File: config.mk
export PLATFORM = sky130hd
export DESIGN_NAME = trace_command_issuer
export DESIGN_NICKNAME = d
export VERILOG_FILES = /design/src/rtl/trace_command_issuer.sv
export SDC_FILE = /design/constraint.sdc
export NUM_CORES = 1
export LEC_CHECK = 0
export ABC_AREA = 1
export CAP_MARGIN = 20
export CORE_ASPECT_RATIO = 2
export CORE_UTILIZATION = 45
export CTS_BUF_LIST = sky130_fd_sc_hd__clkbuf_2
export DETAILED_ROUTE_END_ITERATION = 12
export PLACE_DENSITY = 0.66
export SLEW_MARGIN = 20
export SYNTH_ARGS = -nofsm -noshare
export SYNTH_HDL_FRONTEND = slang
export SYNTH_SLANG_ARGS = --single-unit
File: constraint.sdc
create_clock -name clk -period 13.46 [get_ports clk]
set_clock_uncertainty 0.05 [all_clocks]
set_input_delay 4.038 -clock clk [delete_from_list [all_inputs] [get_ports clk]]
set_output_delay 4.038 -clock clk [all_outputs]
set_load 0.005 [all_outputs]
File: src/rtl/trace_command_issuer.sv
// Trace command issuer: buffers trace records in a small FIFO and replays them
// one at a time as L2 cache requests or as stats-control pulses. It keeps
// saturating per-class handshake counters and a sticky illegal-opcode flag.
module trace_command_issuer #(
  parameter int unsigned addressSize = 32,
  parameter int unsigned commandSize = 8,
  parameter int unsigned indexBits   = 14,
  parameter int unsigned byteSelect  = 6,
  parameter int unsigned fifoDepth   = 4,
  localparam int unsigned tagBits    = addressSize - indexBits - byteSelect
) (
  input  logic                   clk,
  input  logic                   reset,
  input  logic                   traceValid,
  output logic                   traceReady,
  input  logic [commandSize-1:0] traceCommand,
  input  logic [addressSize-1:0] traceAddress,
  output logic                   cacheValid,
  input  logic                   cacheReady,
  output logic [2:0]             cacheOp,
  output logic [tagBits-1:0]     cacheTag,
  output logic [indexBits-1:0]   cacheIndex,
  output logic [byteSelect-1:0]  cacheOffset,
  output logic                   clearStats,
  output logic                   printReq,
  output logic [31:0]            readCount,
  output logic [31:0]            writeCount,
  output logic [31:0]            snoopCount,
  output logic                   badCommand
);

  localparam int unsigned IdxW   = $clog2(fifoDepth);
  localparam int unsigned PtrW   = IdxW + 1;
  localparam int unsigned EntryW = commandSize + addressSize;

  typedef enum logic [1:0] {StIdle, StIssue, StCtrl} state_e;

  state_e                 state_q, state_d;
  logic [EntryW-1:0]      mem_q [fifoDepth];
  logic [EntryW-1:0]      mem_d [fifoDepth];
  logic [PtrW-1:0]        wr_ptr_q, wr_ptr_d;
  logic [PtrW-1:0]        rd_ptr_q, rd_ptr_d;
  logic [2:0]             op_q, op_d;
  logic [tagBits-1:0]     tag_q, tag_d;
  logic [indexBits-1:0]   index_q, index_d;
  logic [byteSelect-1:0]  offset_q, offset_d;
  logic                   is_clear_q, is_clear_d;
  logic                   bad_q, bad_d;
  logic [31:0]            read_count_q, read_count_d;
  logic [31:0]            write_count_q, write_count_d;
  logic [31:0]            snoop_count_q, snoop_count_d;

  logic                   fifo_full, fifo_empty;
  logic                   push, pop, handshake;
  logic [EntryW-1:0]      head;
  logic [commandSize-1:0] head_cmd;
  logic [addressSize-1:0] head_addr;
  logic                   head_is_req, head_is_ctrl;

  // Equal index bits with differing wrap bits means the writer has lapped the reader.
  assign fifo_empty = (wr_ptr_q == rd_ptr_q);
  assign fifo_full  = (wr_ptr_q[IdxW] != rd_ptr_q[IdxW]) &&
                      (wr_ptr_q[IdxW-1:0] == rd_ptr_q[IdxW-1:0]);

  assign traceReady = !fifo_full;
  assign push       = traceValid && !fifo_full;
  assign handshake  = cacheValid && cacheReady;

  assign head         = mem_q[rd_ptr_q[IdxW-1:0]];
  assign head_cmd     = head[EntryW-1 -: commandSize];
  assign head_addr    = head[addressSize-1:0];
  assign head_is_req  = (head_cmd <= commandSize'(6));
  assign head_is_ctrl = (head_cmd == commandSize'(8)) || (head_cmd == commandSize'(9));

  assign cacheValid  = (state_q == StIssue);
  assign clearStats  = (state_q == StCtrl) && is_clear_q;
  assign printReq    = (state_q == StCtrl) && !is_clear_q;
  assign cacheOp     = op_q;
  assign cacheTag    = tag_q;
  assign cacheIndex  = index_q;
  assign cacheOffset = offset_q;
  assign readCount   = read_count_q;
  assign writeCount  = write_count_q;
  assign snoopCount  = snoop_count_q;
  assign badCommand  = bad_q;

  function automatic logic [31:0] sat_inc(input logic [31:0] v);
    return (v == 32'hFFFF_FFFF) ? v : v + 32'd1;
  endfunction

  // FIFO storage and pointer updates.
  always_comb begin
    mem_d    = mem_q;
    wr_ptr_d = wr_ptr_q;
    rd_ptr_d = rd_ptr_q;
    if (push) begin
      mem_d[wr_ptr_q[IdxW-1:0]] = {traceCommand, traceAddress};
      wr_ptr_d                  = wr_ptr_q + PtrW'(1);
    end
    if (pop) begin
      rd_ptr_d = rd_ptr_q + PtrW'(1);
    end
  end

  // Issue FSM: IDLE pops the head and dispatches it by opcode class.
  always_comb begin
    state_d    = state_q;
    op_d       = op_q;
    tag_d      = tag_q;
    index_d    = index_q;
    offset_d   = offset_q;
    is_clear_d = is_clear_q;
    bad_d      = bad_q;
    pop        = 1'b0;
    unique case (state_q)
      StIdle: begin
        if (!fifo_empty) begin
          pop = 1'b1;
          if (head_is_req) begin
            state_d  = StIssue;
            op_d     = head_cmd[2:0];
            tag_d    = head_addr[addressSize-1 -: tagBits];
            index_d  = head_addr[byteSelect +: indexBits];
            offset_d = head_addr[byteSelect-1:0];
          end else if (head_is_ctrl) begin
            state_d    = StCtrl;
            is_clear_d = (head_cmd == commandSize'(8));
          end else begin
            // Illegal opcode: record is dropped, only the sticky flag remembers it.
            bad_d = 1'b1;
          end
        end
      end
      StIssue: begin
        if (cacheReady) begin
          state_d = StIdle;
        end
      end
      StCtrl: begin
        state_d = StIdle;
      end
      default: begin
        state_d = StIdle;
      end
    endcase
  end

  // Handshake counters; a clear cycle never coincides with a handshake.
  always_comb begin
    read_count_d  = read_count_q;
    write_count_d = write_count_q;
    snoop_count_d = snoop_count_q;
    if (clearStats) begin
      read_count_d  = '0;
      write_count_d = '0;
      snoop_count_d = '0;
    end else if (handshake) begin
      case (op_q)
        3'd0, 3'd2:             read_count_d  = sat_inc(read_count_q);
        3'd1:                   write_count_d = sat_inc(write_count_q);
        3'd3, 3'd4, 3'd5, 3'd6: snoop_count_d = sat_inc(snoop_count_q);
        default:                ;
      endcase
    end
  end

  // State registers with asynchronous reset.
  always_ff @(posedge clk or posedge reset) begin
    if (reset) begin
      state_q       <= StIdle;
      mem_q         <= '{default: '0};
      wr_ptr_q      <= '0;
      rd_ptr_q      <= '0;
      op_q          <= '0;
      tag_q         <= '0;
      index_q       <= '0;
      offset_q      <= '0;
      is_clear_q    <= 1'b0;
      bad_q         <= 1'b0;
      read_count_q  <= '0;
      write_count_q <= '0;
      snoop_count_q <= '0;
    end else begin
      state_q       <= state_d;
      mem_q         <= mem_d;
      wr_ptr_q      <= wr_ptr_d;
      rd_ptr_q      <= rd_ptr_d;
      op_q          <= op_d;
      tag_q         <= tag_d;
      index_q       <= index_d;
      offset_q      <= offset_d;
      is_clear_q    <= is_clear_d;
      bad_q         <= bad_d;
      read_count_q  <= read_count_d;
      write_count_q <= write_count_d;
      snoop_count_q <= snoop_count_d;
    end
  end

endmodule

=== Yosys cells after proc, flatten, opt, wreduce, memory -nomap -nowiden ===
Cells that the tools add are included.

* Eq/ne operators: 22
* Magnitude comparators: 4
* Reductions and logical operators: 24
* Add/sub/neg operators: 5
* Bitwise gates (word level): 5
* Muxes and demuxes: 25

{| class="wikitable"
|+ Operator list
! kind !! number
|-
| $mux 32 || 12
|-
| $bwmux 160 || 1
|-
| $mux 40 || 3
|-
| $add 32x1->32 const B || 3
|-
| $eq 32x32->1 const B || 3
|-
| $bmux 40 s2 || 1
|-
| $demux 40 s2 || 1
|-
| $eq 8x4->1 const B || 2
|-
| $reduce_and 3->1 || 5
|-
| $eq 3x3->1 const B || 3
|-
| $le 8x3->1 const B || 1
|-
| $mux 2 || 4
|-
| $ne 2x2->1 const B || 4
|-
| $reduce_and 4->1 || 2
|-
| $reduce_bool 2->1 || 4
|-
| $add 3x1->3 const B || 2
|-
| $eq 3x2->1 const B || 2
|-
| $ge 3x3->1 const B || 2
|-
| $logic_and 1x1->1 || 6
|-
| $not 2->3 || 2
|-
| $pmux 2 s2 || 1
|-
| $reduce_or 4->1 || 1
|-
| $eq 3x1->1 const B || 1
|-
| $eq 3x3->1 || 1
|-
| 14 further kinds || 18
|}

* Register bits: 301
* Logic and storage cells: 101
* Output and inout bits: 136
* Bits of input ports: 44

=== Logic depth before layout (Yosys ltp) ===
Gate-level depths: netlist of the first run.

* Depth after elaboration: 10
* Depth in mapped cells: 12
* Depth with buffers taken out: 11

=== Worst setup path after synthesis of the first run ===
OpenSTA, ideal clock, no wires.

* Kind: reg2out
* From: reg state_q[0]
* To: out clearStats
* Slack: 8.138 ns
* Data required time: 9.372 ns
* Arrival time: 1.234 ns
* Path buffers: 2
* Stages on the path, launching flop included: 6
* Path through: dfrtp_1 -> inv_1 -> nand3_1 -> buf_2 -> inv_1 -> clkbuf_1

* Cells in the longest elaborated chain, start to end: 2

{| class="wikitable"
|+ RTL lines
! element !! RTL line !! source
|-
| start: declaration || 38 || <nowiki>state_e state_q, state_d;</nowiki>
|-
| start signal: assignment || 170 || <nowiki>state_q <= StIdle;</nowiki>
|-
| start signal: assignment || 184 || <nowiki>state_q <= state_d;</nowiki>
|-
| $eq 2x2->1 || 76 || <nowiki>assign clearStats = (state_q == StCtrl) && is_clear_q;</nowiki>
|-
| $logic_and 1x1->1 || 76 ||
|-
| end: declaration || 24 || <nowiki>output logic clearStats,</nowiki>
|}

No other way between the ends.

=== Final worst setup path of the first run ===
Same ends and word-level chain as after synthesis.

==> impl_metrics.yaml, run 1 <==
clock_network:
  clk_pin_slew_ns: 0.09
  htree_levels: 3
  post_cts_buffers: 0
  clk_path_buf_depth: 3
  cts_hold_buf: 0
  cts_sinks: 301
  cts-buffers-inserted: 69
  root_buffer: "clkbuf_2"
  cts_tree: "done"
  cts_resized: 0
  clk_latency_ns: 0.96
global_routing:
  antenna_found_initial: 1
  grt_pass1_vias: 13740
  grt_max_degree: 83
  grtUsageTotal: 0.258
  overflow: 0
  grt_pass1_wl_um: 70800
setup_path:
  path_cells: "inv_1, nand3_2, inv_1, clkdlybuf4s50_1"
  reg2reg_depth: 11
  cp.arrival_ns: 3.55
  cpPeakStageDelay_ns: 0.82
  start_kind: "flop"
  crit_slowest_cell: "inv_1"
  cp-end-kind: "primary output"
  cpLargestDelayFamily: "buffers and inverters"
  cp_data_required_time_ns: 9.37
  path_buf_inv: 3
  worstSetupPathDepth: 4
  cpMostUsedCell: "inv_1"
  cp_max_fo: 37
  crit_type: "flop to primary output"
timing:
  hold_viol: 0
  worst_pin_slew_ns: 1.09
  max_freq_mhz: 131
  rsz0062_at_grt: "no"
  finalSetupViolCount: 0
  setup_tns_ns: 0
  maxSlewHeadroom: 0.271
  finalMaxSlewViolations: 0
  worst_hold_slack_ns: 0.439
  fin_crit_sh: 0.567
  fin_crit_ns: 7.63
pwr:
  p_comb_frac: 0.370
  leakage_nw: 8.28
  p_sw_mw: 1.28
  clockPowerShare: 0.199
  irDropWorstVdd_mv: 0.110
  switching_share: 0.398
  p_int_mw: 1.94
  seq_power_share: 0.431
  power_density_nw_per_um2: 178
die:
  initial_utilization: 0.457
  die_area_um2: 34800
  io_pins: 180
  coreArea_um2: 33500
  die_w_um: 132
  die_h_um: 263
  rows: 95
synthesis:
  synth_top_area_share: 0.492
  synth_edf_count: 0
  ys_seq_area_frac: 0.492
  yosys.area.top_type: "dfrtp_1"
  ys.flop_type: "dfrtp_1"
  ys_seq_elements: 301
  synthArstFlopShare: 1.00
  synth_nets: 2058
  yosysUniqueCellTypes: 38
  yosysWarningCount: 0
  synth_area_um2: 15300
  synthTopCellsByArea: "dfrtp_1 (49%), nand2_1 (14%), o21ai_0 (9.5%), nor2_1 (5.6%), nand3_1 (4.2%)"
  syn_area_per_cell_um2: 7.64
  syn_inst: 2006
drt:
  routed_wl_um: 43900
  via_per_inst: 5.26
  route.antenna.remaining_nets: 0
  dr_total_vias: 14014
  routedWlPerCell_um: 16.5
  dr.pass1.iters: 5
  drc: 0
  drtIter0Drc: 795
final_layout:
  final_common_cell: "nand2_1"
  drive_gt1_frac: 0.0810
  nets: 2231
  fillerInstances: 3309
  area_growth_pct: 17.8
  final_cell_mix: "nand2_1 (564), dfrtp_1 (300), o21ai_0 (292)"
place:
  portBuffers: 179
  hpwlAfterDp_um: 29900
  globalplace.congestion: 0.999
job:
  maxCapViolCount: 0
min_path:
  hold_class: "flop to flop"
  whs_path_depth: 2
run_status:
  status: "completed"
## through the flow
stage | power, mW | setup slack (ns) | std cells | instance area (µm²) | util
2_1_floorplan | 2.19 | 1.05 | 2006 | 15300 | -
3_3_place_gp | 2.56 | 6.86 | 2543 | 17300 | 0.517
3_5_place_dp | 2.60 | 6.82 | 2543 | 17300 | 0.517
4_1_cts | 3.25 | 5.80 | 2658 | 18000 | 0.537
5_1_grt | 3.49 | 5.65 | 2664 | 18100 | 0.539
6_report | 3.22 | 5.83 | 2664 | 18100 | 0.539
## worst register-to-register path, stage by stage, from the launching register on
cell	delay, ns
dfrtp_2	0.36
buf_4	0.66
inv_2	0.58
nor2_1	0.22
nand3_1	0.08
nand3_1	0.08
nand2_1	0.14
nor2_1	0.18
nand3_2	0.18
buf_4	0.38
nand2_1	0.17
o21ai_0	0.08
## state kept, by name, summed over array words and instances, names as in the netlist, 6 cells and up
register / flops
cacheOffset: 6
readCount: 32
writeCount: 32
snoopCount: 32
cacheTag: 12
cacheIndex: 14
mem_q: 160
## cell families after synthesis
| family | synth area share |
|---|---|
| AND/OR/NAND/NOR | 0.272 |
| AO/OA/AOI/OAI | 0.141 |
| flip-flops | 0.492 |
| buffers and inverters | 0.0703 |
| XOR/XNOR | 0.0183 |
| adder cells (fa/ha/maj) | 0.00653 |
## power groups by stage
| stage | clock network, mW | registers (mW) | logic (mW) |
|---|---|---|---|
| CTS | 0.664 | 1.39 | 1.20 |
| global placement | 0 | 1.39 | 1.17 |
| finish | 0.640 | 1.39 | 1.19 |
| detailed placement | 0 | 1.40 | 1.20 |
| global route | 0.704 | 1.42 | 1.37 |
| floorplan | 0 | 1.37 | 0.826 |
## final cells by class
| cell class | count | area [µm²] | share of cell area |
|---|---|---|---|
| Multi-Input combinational cell | 1445 | 6730 | 0.373 |
| Inverter | 171 | 651 | 0.0360 |
| Tap cell | 436 | 546 | 0.0302 |
| Antenna cell | 5 | 12.5 | 0.000693 |
| Sequential cell | 301 | 7530 | 0.417 |
| Clock inverter | 9 | 139 | 0.00769 |
| Timing Repair Buffer | 191 | 1910 | 0.106 |
| Clock buffer | 106 | 531 | 0.0294 |
## cells in the mapped netlist (3+ instances only)
master,count
a21o_1,20
a21oi_1,3
buf_2,28
buf_4,3
buf_6,5
clkbuf_1,46
clkbuf_2,4
dfrtp_1,301
ha_1,8
inv_1,166
inv_2,4
nand2_1,564
nand2_2,18
nand3_1,130
nand3b_1,3
nand4_1,26
nor2_1,228
nor2_2,3
nor2_4,4
nor3_1,9
o21ai_0,292
o21ai_1,40
o21ai_2,6
o22ai_1,32
o31ai_1,7
or2_2,11
xnor2_1,12
xor2_1,20
## per-layer routing
layer	routed length (µm)	GRT usage	up-vias
li1	-	-	6868
met1	16400	0.273	6641
met2	23700	0.479	393
met3	1730	0.0416	112
met4	2140	0.142	0
met5	0	0	-
## path summary, 6_finish.rpt
check / slack, ns / startpoint / end
worst min-delay path: 0.44 / mem_q[104]$_DFFE_PP0P_ / mem_q[104]$_DFFE_PP0P_
max in group asynchronous: 8.60 / reset / mem_q[12]$_DFFE_PP0P_
worst min register to register: 0.44 / mem_q[104]$_DFFE_PP0P_ / mem_q[104]$_DFFE_PP0P_
worst max-delay path: 5.83 / state_q[0]$_DFFE_PP0P_ / clearStats
min in group asynchronous: 3.50 / reset / mem_q[143]$_DFFE_PP0P_
worst max register to register: 10.16 / rd_ptr_q[0]$_DFFE_PP0P_ / cacheTag[2]$_DFFE_PP0P_
(Power assumes the default switching activity.)
==> run 2, diff against run 1 <==
--- a/config.mk
+++ b/config.mk
@@ -11,7 +11,7 @@
 export CORE_UTILIZATION = 45
 export CTS_BUF_LIST = sky130_fd_sc_hd__clkbuf_2
 export DETAILED_ROUTE_END_ITERATION = 12
-export PLACE_DENSITY = 0.66
+export PLACE_DENSITY = 0.69
 export SLEW_MARGIN = 20
 export SYNTH_ARGS = -nofsm -noshare
 export SYNTH_HDL_FRONTEND = slang
==> constraint.sdc (replaced) <==
create_clock -name clk -period 6.5 [get_ports clk]
set_clock_uncertainty 0.05 [all_clocks]
set_input_delay 1.95 -clock clk [delete_from_list [all_inputs] [get_ports clk]]
set_output_delay 1.95 -clock clk [all_outputs]
set_load 0.005 [all_outputs]
==> run 2 against run 1 <==
Compared with the run above:
- die area stayed put
- critical path type unchanged
- register-to-register slack worse by 7.3 ns
- largest cell class unchanged
- cell area hardly changed
- critical path depth is 1 lower
- first-iteration DRC count is 2.1% higher
- clock-buffer cell count is 10 lower
- global-route usage is 0.60 points higher
==> impl_metrics.yaml, run 2 (same netlist as run 1, synthesis figures left out) <==
run_status:
  status: "completed"
setup_path:
  cp_max_fo: 22
  cp_data_required_time_ns: 4.50
  start_kind: "flop"
  cp.arrival_ns: 2.76
  crit_type: "flop to primary output"
  reg2reg_depth: 9
  cp-end-kind: "primary output"
drt:
  via_per_inst: 5.28
  routedWlPerCell_um: 16.6
  routed_wl_um: 44400
  drc: 0
  dr_total_vias: 14114
  dr.pass1.iters: 5
  drtIter0Drc: 812
  route.antenna.remaining_nets: 0
pwr:
  leakage_nw: 8.27
  p_sw_mw: 2.70
  clockPowerShare: 0.187
  switching_share: 0.410
  p_int_mw: 3.89
  power_density_nw_per_um2: 365
  p_comb_frac: 0.368
  seq_power_share: 0.445
  irDropWorstVdd_mv: 0.246
clock_network:
  clk_latency_ns: 0.94
  cts-buffers-inserted: 70
  cts_hold_buf: 0
  cts_sinks: 301
  cts_resized: 0
  root_buffer: "clkbuf_2"
  htree_levels: 3
  clk_pin_slew_ns: 0.11
  clk_path_buf_depth: 3
  post_cts_buffers: 0
  cts_tree: "done"
timing:
  setup_tns_ns: 0
  fin_crit_ns: 4.76
  worst_hold_slack_ns: 0.440
  worst_pin_slew_ns: 1.04
  fin_crit_sh: 0.733
  hold_viol: 0
  max_freq_mhz: 210
  finalSetupViolCount: 0
  finalMaxSlewViolations: 0
  maxSlewHeadroom: 0.302
  rsz0062_at_grt: "no"
final_layout:
  fillerInstances: 3249
  area_growth_pct: 17.8
  drive_gt1_frac: 0.0809
  final_common_cell: "nand2_1"
  nets: 2236
  final_cell_mix: "nand2_1 (564), dfrtp_1 (300), o21ai_0 (292)"
  regMostFlops: "mem_q"
  largest_reg_flops: 160
die:
  die_area_um2: 34800
  die_w_um: 132
  initial_utilization: 0.457
  rows: 95
  die_h_um: 263
  coreArea_um2: 33500
  io_pins: 180
place:
  hpwlAfterDp_um: 31200
  portBuffers: 179
  globalplace.congestion: 0.972
global_routing:
  antenna_found_initial: 1
  grt_pass1_wl_um: 72300
  grt_max_degree: 127
  use_met1: 0.271
  grt_use_met3: 0.0385
  gr-usage-met2: 0.491
  overflow: 0
  grt_pass1_vias: 14189
  grtUsageTotal: 0.264
  busiest_layer: "met2"
min_path:
  whs_path_depth: 2
  hold_class: "flop to flop"
job:
  maxCapViolCount: 0
run 2: cell count changes in the layout (fill, tap and decap cells not counted), moves of 2 or more:
cell	delta
clkinv_1	+12
clkbuf_2	-10
clkinv_2	+5
buf_4	+4
bufinv_16	-3
diode_2	-3
buf_12	+2
buf_6	-2
clkinv_4	+2
clkinvlp_4	+2
run 2: per-layer routing:
metal  vias up  wire length (µm)
met1      6617             15900
met5         -                 0
li1       6898                 -
met3       146              1990
met2       453             23900
met4         0              2540
run 2: power by group through the flow:
| stage | clock (mW) | combinational, mW | sequential (mW) |
|---|---|---|---|
| global placement | 0 | 2.38 | 2.94 |
| detailed placement | 0 | 2.45 | 2.97 |
| finish | 1.23 | 2.42 | 2.94 |
| floorplan | 0 | 1.71 | 2.83 |
| CTS | 1.29 | 2.46 | 2.93 |
| global route | 1.37 | 2.80 | 3.01 |
run 2: per-stage QoR:
stage	total power, mW	worst slack (ns)	util	cells	area (µm²)
after global placement	5.32	2.33	0.518	2547	17400
after CTS	6.68	1.61	0.538	2672	18000
after detailed placement	5.42	2.20	0.519	2548	17400
after global routing	7.18	1.55	0.538	2673	18000
final	6.59	1.74	0.539	2674	18100
after floorplan	4.54	0.499	-	2006	15300
run 2: layout make-up:
type	instances	area, µm²	share of cell area
sequential	301	7530	0.417
multi-input combinational	1445	6730	0.373
timing repair buffer	195	1960	0.108
inverter	171	647	0.0358
tap	436	546	0.0302
clock buffer	96	480	0.0266
clock inverter	28	156	0.00866
antenna	2	5.00	0.000277
run 2: critical path, cell delays in order, from the launching register on:
cell             delay [ns]
dfrtp_1                0.92
xnor2_1                0.21
nand3b_1               0.19
clkdlybuf4s50_1        0.53
run 2: final timing paths:
check,startpoint,to,slack (ns)
min in group asynchronous,reset,cacheOffset[3]$_DFFE_PP0P_,1.49
worst min-delay path,mem_q[80]$_DFFE_PP0P_,mem_q[80]$_DFFE_PP0P_,0.44
worst max register to register,rd_ptr_q[1]$_DFFE_PP0P_,cacheTag[4]$_DFFE_PP0P_,2.82
worst max-delay path,rd_ptr_q[1]$_DFFE_PP0P_,traceReady,1.74
worst min register to register,mem_q[80]$_DFFE_PP0P_,mem_q[80]$_DFFE_PP0P_,0.44
max in group asynchronous,reset,snoopCount[24]$_DFFE_PP0P_,4.20
==> RTL edit 1: new RTL, flow settings as in run 1 <==
Re-encode `state_e` (3 states) as one-hot, 3 bits wide.
--- a/src/rtl/trace_command_issuer.sv
+++ b/src/rtl/trace_command_issuer.sv
@@ -35,3 +35,3 @@
 
-  typedef enum logic [1:0] {StIdle, StIssue, StCtrl} state_e;
+  typedef enum logic [2:0] {StIdle = 3'b001, StIssue = 3'b010, StCtrl = 3'b100} state_e;
 
Behaviour: no difference found for any inputs over 4 cycles, from zero or initial values and one cycle with reset high; so few cycles prove little.
==> RTL edit 1 against run 1 <==
Wire length up 8.0%; sequential cell count up 1; global-route usage up 1.7 points; power up 11%; first-iteration DRC count down 12%; synthesized area up 1.9%; worst setup slack better by 0.59 ns; cell area up 1.0%; die area up 1.9%; synthesized cell count up 2.6%.
==> RTL edit 1: results (changes against run 1) <==
metric	value	unit	change
drt_iter0_drc	702		-12%
synth_area_leaders	dfrtp_1, nand2_1, o21ai_0, nor2_1, nand3_1		
clkTransAtPathRegs	0.11	ns	+0.02 ns
crit_start	rd_ptr_q[0]$_DFFE_PP0P_		
min-delay-start	cacheTag[6]$_DFFE_PP0P_		
numCtsBuffers	74		+7.2%
synthTopCellsByCount	nand2_1, dfrtp_1, o21ai_0		
gp_congestion	0.9895		-0.99%
vias	14398		+2.7%
synthDistinctLibCells	36		-5.3%
grtUsageMet2	50.93	%	+3.1 points
clk_latency	0.98	ns	+0.02 ns
grt_pass1_wl	75.73	mm	+7.0%
use_met3	3.869	%	-0.29 points
p_leak	8.769	nW	+5.8%
nets	2282		+2.3%
grt_max_degree	107		+29%
nFillCells	3434		+3.8%
avgSynthCellArea	7.587	sq um	-0.69%
slew_headroom	35.70	%	+8.6 points
wl_per_cell	17.39	um	+5.5%
cpPeakStageDelay	0.64	ns	-0.18 ns
synth_nets	2111		+2.6%
final_cells	2725		+2.3%
run_status	complete, no violations		
critPathSlowestCell	buf_4		
layout-drive-gt1-share	7.760	%	-0.34 points
-- RTL edit 1: cell count changes in the layout (fill, tap and decap cells not counted), moves of 7 or more --
cell            run 1  this run
or2_2              11         1
o21ai_0           292       249
nor3_1              9        34
inv_1             164       155
xor2_1             20        30
o31ai_1             7         0
nand2_1           564       646
a21o_1             20         0
nand4_1            26        43
nand2_2            17         7
nand3_1           129       140
-- RTL edit 1: kinds of logic (layout without fill, tap and decap cells) --
group | after synthesis | in the layout | share of synthesized area [%]
other cells | 0 | 3 | 0
simple gates | 1118 | 1118 | 30.17
flops | 302 | 302 | 48.39
buf+inv | 258 | 480 | 7.249
xor+xnor | 47 | 47 | 2.635
fa+ha+maj | 8 | 8 | 0.6408
compound gates | 326 | 326 | 10.92
-- RTL edit 1: power breakdown --
part | internal [mW] | total [mW] | switching [mW]
combinational | 0.545 | 1.43 | 0.886
sequential | 1.24 | 1.50 | 0.261
clock | 0.256 | 0.643 | 0.387
-- RTL edit 1: routing by layer --
layer | up-vias | part of all wire [%]
met5 | - | 0
met4 | 0 | 5.6
met3 | 132 | 3.9
met2 | 431 | 54
met1 | 6821 | 37
li1 | 7014 | -
-- RTL edit 1: critical path: cells and delay by family, from the launching register on --
| kind | cells | cell delay (ns) |
|---|---|---|
| buffers and inverters | 2 | 1.11 |
| and+or+nand+nor | 2 | 0.36 |
| xor gates and xnor gates | 1 | 0.14 |
| DFF | 1 | 0.35 |
-- RTL edit 1: worst paths after layout --
kind | end | slack, ns | depth (start not counted)
worst max-delay path | traceReady | 6.42 | 5
worst min register to register | cacheTag[6]$_DFFE_PP0P_ | 0.43 | 2
worst min-delay path | cacheTag[6]$_DFFE_PP0P_ | 0.43 | 2
min in group asynchronous | cacheIndex[0]$_DFFE_PP0P_ | 3.54 | 2
worst max register to register | cacheOffset[5]$_DFFE_PP0P_ | 9.47 | 12
max in group asynchronous | rd_ptr_q[1]$_DFFE_PP0P_ | 7.77 | 4
-- RTL edit 1: cell type report --
class	count	area [sq um]	share of cell area [%]
sequential	302	7561	41.45
multi-input combinational	1499	6940	38.05
timing repair buffer	188	1863	10.21
inverter	165	634.4	3.478
tap	441	551.8	3.025
clock buffer	110	550.5	3.018
clock inverter	17	131.4	0.7203
antenna	3	7.507	0.04116
-- RTL edit 1: per-stage QoR --
stage / cell area, sq um / setup slack (ns)
2_1_floorplan: 15620 / 1.028
3_3_place_gp: 17550 / 6.299
3_5_place_dp: 17550 / 6.241
4_1_cts: 18230 / 6.359
5_1_grt: 18240 / 6.232
6_report: 18240 / 6.421
==> RTL edit 2: new RTL, flow settings as in run 1 <==
Made on the original files. The parameter `commandSize` goes from 8 to 4.
--- a/src/rtl/trace_command_issuer.sv
+++ b/src/rtl/trace_command_issuer.sv
@@ -5,3 +5,3 @@
   parameter int unsigned addressSize = 32,
-  parameter int unsigned commandSize = 8,
+  parameter int unsigned commandSize = 4,
   parameter int unsigned indexBits   = 14,
Interface: changed (resized traceCommand); port bits go from 180 to 176. The function was not compared with the original's and may differ.
==> RTL edit 2 against run 1 <==
Cell count rose by 3.7%; synthesized cell count rose by 5.1%; first-iteration DRC count rose by 2.4%; worst setup slack improved by 0.48 ns; register-to-register slack got worse by 0.06 ns; cell area fell by 1.8%; sequential cell count fell by 16; die area fell by 0.97%; sequential power fell by 8%; synthesized area fell by 0.98%; wire length fell by 4.0%; power fell by 2.5%; largest cell class unchanged.
==> RTL edit 2: results (changes against run 1) <==
metric	value	unit	change
synthTopCellsByCount	nand2_1, dfrtp_1, o21ai_0		
clkTransAtPathRegs	0.13	ns	+0.04 ns
critPathSlowestCell	clkdlybuf4s50_1		
holdCritPathClass	flip-flop to flip-flop		
synth_area_leaders	dfrtp_1, nand2_1, o21ai_0, inv_1, nor2_1		
crit_family	buffers and inverters		
vias	14070		+0.40%
clk_latency	0.93	ns	-0.03 ns
seqPwrFrac	40.8	%	-2.3 points
comb_power	1.26	mW	+6%
crit_start	state_q[0]$_DFFE_PP0P_		
r2r_end	cacheOp[0]$_DFFE_PP0P_		
grt_pass1_vias	13942		+1.5%
clockBufferDepth	3		unchanged
min-delay-start	mem_q[9]$_DFFE_PP0P_		
numCtsBuffers	69		unchanged
wl_per_cell	15.25	um	-7.5%
use_met3	3.684	%	-0.48 points
cpPeakStageDelay	0.54	ns	-0.28 ns
wl_met2	22.54	mm	-4.7%
gr-usage-met1	27.38	%	about the same
arrival	3.07	ns	-0.48 ns
holdPathEnd	mem_q[9]$_DFFE_PP0P_		
reg2regPathDepth	9		-2
io_buffer_count	175		-2.2%
tightestPinTransition	0.9657	ns	-0.1209 ns
start_util	45.92	%	+0.20 points
dp_slack	7.262	ns	+0.4429 ns
p_leak	8.366	nW	+0.98%
critPathMaxFanout	20		-46%
cts_root_buffer	clkbuf_2		
yosysSeqAreaShare	47.00	%	-2.2 points
antenna_found_initial	4		+3
holdPathStages	2		unchanged
r2r_setup_slack	10.10	ns	-0.06 ns
p_sw_share	42.01	%	+2.2 points
nets	2328		+4.3%
synthDistinctLibCells	33		-13%
grt_usage	25.21	%	-0.58 points
wl_met3	1.600	mm	-7.5%
hpwl	28.66	mm	-4.3%
drt_iter0_drc	814		+2.4%
p_seq	1.28	mW	-8%
worst_slack	6.303	ns	+0.4772 ns
cts_post_setup_buffers_inserted	0		unchanged
gp_congestion	0.9327		-6.7%
reg2reg_from	rd_ptr_q[1]$_DFFE_PP0P_		
run_status	complete, no violations		
grt_pass1_wl	69.38	mm	-2.0%
drt-met1-wl	16.09	mm	-1.7%
synth_nets	2156		+4.8%
largest_reg_flops	144		-10%
drt_first_pass_iters	5		unchanged
critPathCapture	clearStats		
layout-drive-gt1-share	6.188	%	-1.9 points
grtUsageMet2	46.58	%	-1.3 points
nFillCells	3267		-1.3%
ir_drop	0.0001698	V	+54%
grt_max_degree	175		+110%
synthFlopType	dfrtp_1		
RTL edit 2: final cells by class:
cell class | instances | share of cell area [%]
sequential | 285 | 40.22
multi-input combinational | 1534 | 38.24
timing repair buffer | 188 | 10.50
inverter | 202 | 4.331
tap | 432 | 3.047
clock buffer | 91 | 2.568
clock inverter | 27 | 1.044
antenna | 4 | 0.05643
RTL edit 2: per-stage QoR:
stage / hold WS [ns] / cell area, sq um / utilization (%) / std cells
after floorplan: 0.3866 / 15170 / - / 2108
after global placement: 0.3979 / 17090 / 51.70 / 2641
after detailed placement: 0.4032 / 17090 / 51.70 / 2641
after CTS: 0.4283 / 17730 / 53.64 / 2759
after global routing: 0.4466 / 17740 / 53.67 / 2763
final: 0.4242 / 17740 / 53.67 / 2763
RTL edit 2: cells by family after synthesis:
kind of cell,share of synthesized area (%)
simple gates,30.80
fa+ha+maj,0.6597
buf+inv,8.369
compound gates,10.52
xor+xnor,2.655
flops,47.00
